--- src/rtl/uart_word_rx.sv ---
// uart_word_rx
//    Receives 8N1 serial frames and packs four accepted bytes, LSB lane first,
//    into a 32-bit word for a downstream word register.
//
//    clk        system clock, rising edge
//    res        asynchronous reset, active low
//    rx         asynchronous serial input, idle high
//    clr        synchronous abort of the current frame and any partial word
//    d_out      last completed word, held between strobes
//    we         one-cycle write strobe accompanying a new d_out
//    frame_err  one-cycle pulse when a stop bit samples low
//    busy       high whenever the receiver is not idle
//
//    state | meaning
//    ------+-----------------------------------------------------------
//    IDLE  | line idle, waiting for a falling edge on the synced rx
//    START | timing to the middle of the start bit to confirm it
//    DATA  | sampling the 8 data bits, one per bit period, LSB first
//    STOP  | sampling the stop bit, then accept or reject the byte

module uart_word_rx #(
   parameter int CLKS_PER_BIT = 434
) (
   input  logic        clk,
   input  logic        res,
   input  logic        rx,
   input  logic        clr,
   output logic [31:0] d_out,
   output logic        we,
   output logic        frame_err,
   output logic        busy
);

   localparam int TW = (CLKS_PER_BIT > 1) ? $clog2(CLKS_PER_BIT) : 1;
   localparam logic [TW-1:0] T_MID  = TW'((CLKS_PER_BIT - 1) / 2);
   localparam logic [TW-1:0] T_LAST = TW'(CLKS_PER_BIT - 1);

   typedef enum logic [1:0] {
      IDLE  = 2'd0,
      START = 2'd1,
      DATA  = 2'd2,
      STOP  = 2'd3
   } state_t;

   state_t          state, state_nxt;
   logic [TW-1:0]   timer;
   logic [2:0]      bit_idx;
   logic [1:0]      byte_idx;
   logic [7:0]      shreg;
   logic [31:0]     buffer;
   logic            rx_meta, rxs;
   logic [1:0]      sync_fill;
   logic            armed;

   logic            timer_clr;
   logic            bit_smp;
   logic            stop_ok;
   logic            stop_bad;

   always_ff @(posedge clk or negedge res) begin
      if (!res) begin
         rx_meta <= 1'b1;
         rxs     <= 1'b1;
      end else begin
         rx_meta <= rx;
         rxs     <= rx_meta;
      end
   end

   // The synchronizer resets high, so right after reset rxs does not yet
   // reflect the line. Starts are only accepted once the flushed rxs has
   // been seen high, so a release in the middle of a low bit cannot be
   // mistaken for a fresh start edge.
   always_ff @(posedge clk or negedge res) begin
      if (!res) begin
         sync_fill <= 2'b00;
         armed     <= 1'b0;
      end else begin
         sync_fill <= {sync_fill[0], 1'b1};
         if (sync_fill[1] && rxs)
            armed <= 1'b1;
      end
   end

   always_ff @(posedge clk or negedge res) begin
      if (!res)
         state <= IDLE;
      else
         state <= state_nxt;
   end

   always_comb begin
      state_nxt = state;
      timer_clr = 1'b0;
      bit_smp   = 1'b0;
      stop_ok   = 1'b0;
      stop_bad  = 1'b0;
      case (state)
         IDLE: begin
            if (!rxs && armed) begin
               state_nxt = START;
               timer_clr = 1'b1;
            end
         end
         START: begin
            if (timer == T_MID) begin
               timer_clr = 1'b1;
               state_nxt = rxs ? IDLE : DATA;
            end
         end
         DATA: begin
            if (timer == T_LAST) begin
               timer_clr = 1'b1;
               bit_smp   = 1'b1;
               if (bit_idx == 3'd7)
                  state_nxt = STOP;
            end
         end
         STOP: begin
            if (timer == T_LAST) begin
               timer_clr = 1'b1;
               state_nxt = IDLE;
               stop_ok   = rxs;
               stop_bad  = !rxs;
            end
         end
         default: state_nxt = IDLE;
      endcase
      // Abort overrides every same-cycle completion or error.
      if (clr) begin
         state_nxt = IDLE;
         timer_clr = 1'b1;
         bit_smp   = 1'b0;
         stop_ok   = 1'b0;
         stop_bad  = 1'b0;
      end
   end

   assign busy = (state != IDLE);

   always_ff @(posedge clk or negedge res) begin
      if (!res)
         timer <= '0;
      else if (timer_clr)
         timer <= '0;
      else if (state != IDLE)
         timer <= timer + TW'(1);
   end

   always_ff @(posedge clk or negedge res) begin
      if (!res) begin
         bit_idx   <= 3'd0;
         byte_idx  <= 2'd0;
         shreg     <= 8'h00;
         buffer    <= 32'h0000_0000;
         d_out     <= 32'h0000_0000;
         we        <= 1'b0;
         frame_err <= 1'b0;
      end else begin
         we        <= 1'b0;
         frame_err <= stop_bad;
         if (clr) begin
            bit_idx  <= 3'd0;
            byte_idx <= 2'd0;
            buffer   <= 32'h0000_0000;
         end else begin
            if (state == IDLE)
               bit_idx <= 3'd0;
            if (bit_smp) begin
               shreg   <= {rxs, shreg[7:1]};
               bit_idx <= bit_idx + 3'd1;
            end
            if (stop_ok) begin
               if (byte_idx == 2'd3) begin
                  // Lane 3 completes the word; it goes straight to d_out so
                  // a partial word never becomes visible.
                  d_out    <= {shreg, buffer[23:0]};
                  we       <= 1'b1;
                  buffer   <= 32'h0000_0000;
                  byte_idx <= 2'd0;
               end else begin
                  case (byte_idx)
                     2'd0:    buffer[7:0]   <= shreg;
                     2'd1:    buffer[15:8]  <= shreg;
                     default: buffer[23:16] <= shreg;
                  endcase
                  byte_idx <= byte_idx + 2'd1;
               end
            end
         end
      end
   end

endmodule
--- config.mk ---
export PLATFORM = sky130hd
export DESIGN_NAME = uart_word_rx
export DESIGN_NICKNAME = d
export VERILOG_FILES = /design/src/rtl/uart_word_rx.sv
export SDC_FILE = /design/constraint.sdc
export NUM_CORES = 1
export LEC_CHECK = 0
export CAP_MARGIN = 5
export CORE_MARGIN = 2
export CORE_UTILIZATION = 57
export DETAILED_ROUTE_END_ITERATION = 8
export GPL_TIMING_DRIVEN = 0
export PLACE_DENSITY = 0.8
export SKIP_LAST_GASP = 1
export SYNTH_ARGS = -nofsm -noshare
export SYNTH_HDL_FRONTEND = slang
export SYNTH_SLANG_ARGS = --single-unit
--- constraint.sdc ---
create_clock -name clk -period 2.6 [get_ports clk]
set_input_delay 0.52 -clock clk [delete_from_list [all_inputs] [get_ports clk]]
set_output_delay 0.52 -clock clk [all_outputs]
set_load 0.05 [all_outputs]
* After elaboration in Yosys (flattened, before gate mapping)
Index checks and enable logic that the tools add are counted.
** Operators by class
- Bitwise gates (word level) :: 1
- Muxes and demuxes :: 38
- Div/mod/pow operators :: 0
- Order comparisons :: 0
- Reduce and logical (&&, ||, !) cells :: 19
- Add/sub/neg operators :: 3
- Multipliers :: 0
- Eq/ne operators :: 14
- Shifts and indexed selects :: 0
** Operator list (count)
- $mux 24 :: 3
- $mux 8 :: 3
- $mux 2 :: 10
- $mux 9 :: 2
- $mux 1 :: 15
- $ne 3x3->1 const B :: 5
- $add 9x1->9 const B :: 1
- $eq 9x8->1 const B :: 1
- $eq 9x9->1 const B :: 1
- $mux 3 :: 3
- $reduce_bool 3->1 :: 3
- $pmux 2 s4 :: 1
- $reduce_and 2->1 :: 4
- $eq 2x2->1 const B :: 3
- $reduce_bool 2->1 :: 3
- $reduce_and 5->1 :: 1
- $eq 2x1->1 const B :: 2
- $logic_not 2->1 :: 2
- $reduce_or 2->1 :: 2
- $add 3x1->3 const B :: 1
- $eq 3x3->1 const B :: 1
- $ne 3x1->1 const B :: 1
- $pmux 1 s3 :: 1
- $reduce_and 3->1 :: 1
- 4 further kinds :: 5
** Storage, ports and cells
- Word-level logic and storage cells :: 90
- Memories kept :: 0
- RAM bits :: 0
- Input port bits :: 4
- Output and inout port bits :: 35
- Register bits :: 87
- ROM bits :: 0
- Latch bits :: 0

* Logic depth before layout (Yosys ltp)
Gate-level depths: netlist (run 1).
- Depth in word-level cells :: 6
- Mapped depth :: 7
- Depth with buffers taken out :: 6

* Least setup slack after synthesis (run 1)
No wires, ideal clock.
- Path kind :: register to register
- Start :: register timer[1]
- End :: register shreg[0]
- Path buffers :: 1
- Library setup time :: 0.125 ns
- Path slack :: 0.619 ns
- Data required time :: 2.475 ns
- Cell stages (with the launch flop) :: 8
- Clock period less this slack :: 1.981 ns
- Arrival time :: 1.855 ns
- Cells stage by stage :: dfrtp_1 inv_1 ha_1 and4bb_1 nand4bb_2 or4_1 buf_4 mux2_4
** Between the ends
- Cells in the longest elaborated chain, start to end :: 5
** RTL lines
- start, declared :: RTL line 46 : logic [TW-1:0] timer;
- start signal, assigned :: RTL line 147 : timer <= timer + TW'(1);
- $eq 9x9->1 :: RTL line 112 : if (timer == T_LAST) begin
- $mux 1 :: RTL line 112
- $mux 1 :: RTL line 98 : case (state)
- $mux 1 :: RTL line 130 : if (clr) begin
- $reduce_and 2->1 (no line)
- end signal, assigned :: RTL line 170 : shreg <= {rxs, shreg[7:1]};
- end, declared :: RTL line 49 : logic [7:0] shreg;
No other way between the ends.
A chain may end at the register's enable or synchronous reset.

* Final worst setup path (run 1)
- Start :: register timer[1]
- End :: register d_out[0]
** Between the ends
- Cells in the longest elaborated chain, start to end :: 5
** RTL lines
- $eq 9x9->1 :: RTL line 120 : if (timer == T_LAST) begin
- $mux 1 :: RTL line 120
- $mux 1 :: RTL line 98
- $mux 1 :: RTL line 130
- $reduce_and 3->1 (no line)
- end signal, assigned :: RTL line 177 : d_out <= {shreg, buffer[23:0]};
- end, declared :: RTL line 28 : output logic [31:0] d_out,
No other way between the ends.

==> impl_metrics.py, run 1 <==
metrics = {
    "grt": {
        "grt_pass1_vias": 2747,
        "grt_use_total": 0.222,
        "grt_pass1_wl_um": 13000,
        "grt_start_max_net_pins": 56,
        "grt_overflow": 0,
        "antenna_found_initial": 0,
    },
    "pwr": {
        "switching_share": 0.234,
        "p_seq_frac": 0.565,
        "leakage_nw": 2.00,
        "p_switching_mw": 0.573,
        "power_frac_comb": 0.040,
        "power_frac_clock": 0.395,
        "cell_internal_pwr_mw": 1.87,
        "ir_worst_vdd_v": 0.000275,
        "power_density_mw_per_mm2": 528,
    },
    "timing": {
        "setup_ws_ns": 0.195,
        "worst_pin_slew_ns": 0.697,
        "finalSetupViolCount": 0,
        "hold_viol": 0,
        "period_needed_ns": 2.40,
        "fin_skew_ns": 0.0112,
        "clock.fmax_mhz": 416,
        "relSlewSlack": 0.532,
        "final.period_utilization": 0.925,
        "drv_slew": 0,
        "grt_setup_unrepaired": "false",
    },
    "final_layout": {
        "mostFrequentLayoutCell": "dfrtp_1",
        "nNetsFinal": 400,
        "seq_area_mm2": 0.00218,
        "fin_util": 0.690,
        "area_growth_pct": 18.1,
        "multi_input_comb_area_mm2": 0.00161,
        "antenna_cells": 0,
        "n_fill_cell": 526,
        "final_cell_mix": "dfrtp_1, nand2_1, clkdlybuf4s50_1, mux2_2, nor2_1",
        "drive_gt1_frac": 0.191,
    },
    "worst_hold_path": {
        "hp-class": "in -> async",
    },
    "worst_setup_path": {
        "endpoint_kind": "register",
        "rr_startpoint": "timer[1]",
        "r2r-end": "d_out[0]",
        "worst-setup-path-type": "reg -> reg",
        "crit_arrival_ns": 2.64,
        "crit_fanout": 10,
        "reg2reg_slack_ns": 0.20,
        "cp.required_ns": 2.84,
        "cp-start-kind": "register",
        "r2r_cells": 7,
    },
    "placed_design": {
        "gp_congestion": 0.824,
        "dp_hpwl_um": 5530,
        "io_buffers": 38,
        "pre_cts_ws_ns": 0.119,
    },
    "floorplanning": {
        "row_count": 30,
        "die_area_mm2": 0.00757,
        "die_w_um": 87.0,
        "core_mm2": 0.00672,
        "start_util": 0.585,
        "io_pins": 39,
        "die_y_um": 87.0,
    },
    "clocking": {
        "numCtsBuffers": 9,
        "cts_sinks": 87,
        "cts-root-buf": "clkbuf_8",
        "post-cts-setup-buffers": 0,
        "postCtsHoldBufs": 0,
        "htree_levels": 3,
        "cts_buffer_depth": 2,
        "cts.repair.resized": 1,
        "cts_tree": "built",
        "clk_pin_slew_ns": 0.09,
        "clk_latency_ns": 0.36,
    },
    "synth": {
        "synth_ff_type": "dfrtp_1",
        "ys_seq_area_frac": 0.555,
        "async_reset_ff_frac": 1.00,
        "synth_edf_count": 0,
        "synth.net_count": 350,
        "yosysWarningCount": 0,
        "avgSynthCellArea_um2": 11.6,
        "syn_area_mm2": 0.00393,
        "synthCells": 338,
        "ys_ff_latch": 87,
        "yosysUniqueCellTypes": 44,
    },
    "routing": {
        "antenna_left": 0,
        "routed_via_density": 5.73,
        "drcViolationCount": 0,
        "routed-via-count": 2709,
        "drtIter0Drc": 147,
        "drtPass1Iterations": 4,
        "routed_wl_um": 7810,
        "wl_per_cell_um": 16.5,
    },
    "flow_run": {
        "cap_violations": 0,
    },
    "outcome": {
        "status": "finished, final reports clean",
    },
}
[state kept, by name, indices dropped and copies added (netlist names)]
register / count
sync_fill: 2
armed: 1
rx_meta: 1
timer: 9
we: 1
buffer: 24
frame_err: 1
rxs: 1
d_out: 32
state: 2
shreg: 8
byte_idx: 2
bit_idx: 3
[worst max-delay path, stage by stage, from the launching register on]
cell and delay, ns:
dfrtp_1 0.41, inv_1 0.09, ha_1 0.20, and4bb_1 0.22, nand4bb_2 0.19, nor3_2 0.43
buf_2 0.36, mux2_2 0.38
[cell usage after synthesis (all sizes together) (5+ instances only)]
library cell / count / area [um^2]
inv: 13 / 48.8
nor2: 16 / 60.1
a31oi: 11 / 68.8
o32ai: 6 / 52.6
a21oi: 14 / 70.1
xnor2: 5 / 43.8
dfrtp: 85 / 2130
ha: 8 / 100
buf: 6 / 32.5
nand2b: 6 / 37.5
or3b: 8 / 70.1
clkbuf: 14 / 52.6
nand4b: 11 / 96.3
nor4: 5 / 31.3
nor3: 6 / 40.0
nand2: 44 / 165
mux2: 40 / 480
[metal layers]
metal / routed length [um] / GRT usage / up-vias / share of wire
met5: 0 / 0 / - / 0
met4: 171 / 0.105 / 0 / 0.022
met3: 204 / 0.0351 / 17 / 0.026
met2: 3980 / 0.368 / 44 / 0.51
met1: 3460 / 0.285 / 1347 / 0.44
li1: - / - / 1301 / -
[through the flow]
step	instance area [um^2]	setup TNS (ns)	instances	total power [mW]	hold WS (ns)
2_1_floorplan	3930	0	338	1.45	0.224
3_3_place_gp	4410	-171.35	456	1.50	0.332
3_5_place_dp	4430	0	457	1.51	0.340
4_1_cts	4640	0	473	2.46	0.104
5_1_grt	4640	0	473	2.53	0.121
6_report	4640	0	473	2.45	0.0908
[power groups by stage]
stage | combinational (mW) | sequential (mW) | clock [mW]
finish | 0.0983 | 1.38 | 0.967
global route | 0.113 | 1.39 | 1.03
CTS | 0.101 | 1.38 | 0.980
detailed placement | 0.101 | 1.41 | 0
global placement | 0.0921 | 1.41 | 0
floorplan | 0.0492 | 1.41 | 0
[worst max-delay path by stage]
stage              from   endpoint
2_1_floorplan  timer[1]   shreg[0]
6_report       timer[1]   d_out[0]
3_5_place_dp        clr   d_out[0]
5_1_grt        timer[1]   d_out[0]
4_1_cts        timer[1]   d_out[0]
3_3_place_gp        res  frame_err
[area by class of cell]
class,instances,share of cell area
Clock buffer,10,0.0297
Buffer,20,0.0183
Clock inverter,6,0.0146
Multi-Input combinational cell,218,0.348
Sequential cell,87,0.470
Tap cell,80,0.0216
Timing Repair Buffer,39,0.0872
Inverter,13,0.0105
[logic make-up after synthesis]
| group | count (synthesis) | share of synthesized area |
|---|---|---|
| flops | 87 | 0.555 |
| mux | 40 | 0.122 |
| compound gates | 43 | 0.0707 |
| other cells | 1 | 0.000955 |
| fa+ha+maj | 8 | 0.0255 |
| buf+inv | 33 | 0.0341 |
| xor+xnor | 8 | 0.0178 |
| simple gates | 118 | 0.174 |
Power figures use the tool's default switching activity.
==> inputs of run 2 (changes only) <==
CORE_UTILIZATION = 59   (was 57)
CTS_BUF_LIST = sky130_fd_sc_hd__clkbuf_8   (was default)
PLACE_DENSITY = 0.82   (was 0.8)
==> impl_metrics.py, run 2 (synthesis results as in run 1) <==
metrics = {
    "placed_design": {
        "dp_hpwl_um": 5370,
        "post_dp_cell_area_mm2": 0.00443,
        "pre_cts_ws_ns": 0.231,
        "io_buffers": 38,
        "gp_congestion": 0.894,
    },
    "timing": {
        "worst_pin_slew_ns": 0.625,
        "fin_skew_ns": 0.00973,
        "drv_slew": 0,
        "setup_ws_ns": 0.253,
        "relSlewSlack": 0.580,
        "clock.fmax_mhz": 426,
        "period_needed_ns": 2.35,
        "grt_setup_unrepaired": "false",
        "final.period_utilization": 0.903,
        "hold_viol": 0,
        "finalSetupViolCount": 0,
        "tns_ns": 0,
    },
    "worst_setup_path": {
        "cp_top_family": "buffers and inverters",
        "cp-start-kind": "register",
        "crit_slowest_cell": "dlygate4sd2_1",
        "path_cells": "clkbuf_1 > nor2_1 > inv_1 > dlygate4sd2_1",
        "endpoint_kind": "primary output",
        "r2r_cells": 7,
        "reg2reg_slack_ns": 0.33,
        "path_buf_inv": 3,
        "cp.required_ns": 2.08,
        "crit_fanout": 9,
        "crit_arrival_ns": 1.83,
        "worst-setup-path-type": "reg -> out",
        "rr_startpoint": "timer[1]",
        "r2r-end": "d_out[7]",
        "worst_path_largest_cell_delay_ns": 0.53,
    },
    "final_layout": {
        "finish.instance_area_mm2": 0.00463,
        "top_regs": "d_out: 32 flops, buffer: 24 flops, timer: 9 flops",
        "mostFrequentLayoutCell": "dfrtp_1",
        "drive_gt1_frac": 0.188,
        "largest_register_ffs": 32,
        "antenna_cells": 0,
        "regMostFlops": "d_out",
        "final_cell_mix": "dfrtp_1, nand2_1, clkdlybuf4s50_1, mux2_2, nor2_1",
        "nNetsFinal": 401,
        "area_growth_pct": 18.0,
        "fin_util": 0.726,
    },
    "grt": {
        "antenna_found_initial": 0,
        "grt_use_total": 0.233,
        "grt_pass1_wl_um": 13200,
        "grt_overflow": 0,
        "grt_pass1_vias": 2639,
        "grt_start_max_net_pins": 74,
    },
    "pwr": {
        "leakage_nw": 2.00,
        "ir_worst_vdd_v": 0.000514,
        "power_density_mw_per_mm2": 521,
    },
    "clocking": {
        "cts-root-buf": "clkbuf_8",
        "cts_buffer_depth": 2,
        "clk_latency_ns": 0.36,
        "cts_tree": "built",
        "clk_pin_slew_ns": 0.08,
        "cts_sinks": 87,
        "post-cts-setup-buffers": 0,
        "numCtsBuffers": 9,
        "htree_levels": 3,
    },
    "floorplanning": {
        "die_y_um": 85.6,
        "start_util": 0.615,
        "die_area_mm2": 0.00733,
        "die_w_um": 85.6,
        "row_count": 29,
        "io_pins": 39,
        "core_mm2": 0.00639,
    },
    "routing": {
        "drcViolationCount": 0,
        "antenna_left": 0,
        "routed-via-count": 2736,
        "wl_per_cell_um": 16.3,
        "routed_via_density": 5.81,
        "drtPass1Iterations": 4,
        "routed_wl_um": 7680,
        "drtIter0Drc": 154,
    },
    "flow_run": {
        "cap_violations": 0,
    },
    "outcome": {
        "status": "finished, final reports clean",
    },
    "worst_hold_path": {
        "hold_path_end": "sync_fill[1]",
        "hp-class": "reg -> reg",
        "holdCritStartpoint": "sync_fill[0]",
        "hold_depth": 0,
    },
}
-- run 2: changes by cell type in the layout (fill, tap and decap cells not counted) --
cell and change:
inv_6 -2, clkinvlp_4 +1, inv_8 +1, inv_1 +1
dlygate4sd3_1 +1, clkbuf_8 -1
-- run 2: cell type report --
class,instances,area (um^2)
Buffer,20,85.1
Multi-Input combinational cell,218,1610
Inverter,13,48.8
Fill cell,462,1750
Sequential cell,87,2180
Clock inverter,7,72.6
Clock buffer,9,124
Timing Repair Buffer,40,414
Tap cell,77,96.3
-- run 2: worst max-delay path by stage --
stage / endpoint / cells after the start / startpoint / slack, ns
floorplan: shreg[0] / 7 / timer[1] / 0.62
global placement: d_out[5] / 1 / res / -1.95
detailed placement: d_out[7] / 5 / clr / 0.23
CTS: busy / 4 / state[0] / 0.25
global route: busy / 4 / state[0] / 0.13
finish: busy / 4 / state[0] / 0.25
-- run 2: metal layers --
layer  global-route usage  share of wire  up-vias  wire (um)
met2                0.355           0.47       70       3640
met4               0.0938          0.029        0        224
met1                0.330           0.46     1349       3500
met3               0.0500          0.042       18        321
li1                     -              -     1299          -
met5                    0              0        -          0
-- run 2: worst register-to-register path, cell delays in order, from the launching register on --
cell       delay, ns
dfrtp_1         0.41
inv_1           0.09
ha_1            0.19
and4bb_1        0.21
nand4bb_2       0.20
nor3_2          0.36
buf_2           0.32
mux2_2          0.38
-- run 2: power by group --
part / total [mW] / switching, mW / internal (mW)
sequential: 1.38 / 0.0123 / 1.37
clock: 0.935 / 0.490 / 0.445
combinational: 0.0985 / 0.0684 / 0.0301
-- run 2: timing repair --
item	in CTS	in global routing
endpoints found under the setup margin	1	0
hold buffers	1	0
gates resized for setup	1	0
endpoints found under the hold margin	4	0
-- run 2: per-stage QoR --
stage | hold slack, ns | instances | power [mW]
2_1_floorplan | 0.224 | 338 | 1.45
3_3_place_gp | 0.334 | 453 | 1.50
3_5_place_dp | 0.352 | 454 | 1.51
4_1_cts | 0.367 | 471 | 2.43
5_1_grt | 0.370 | 471 | 2.52
6_report | 0.363 | 471 | 2.42
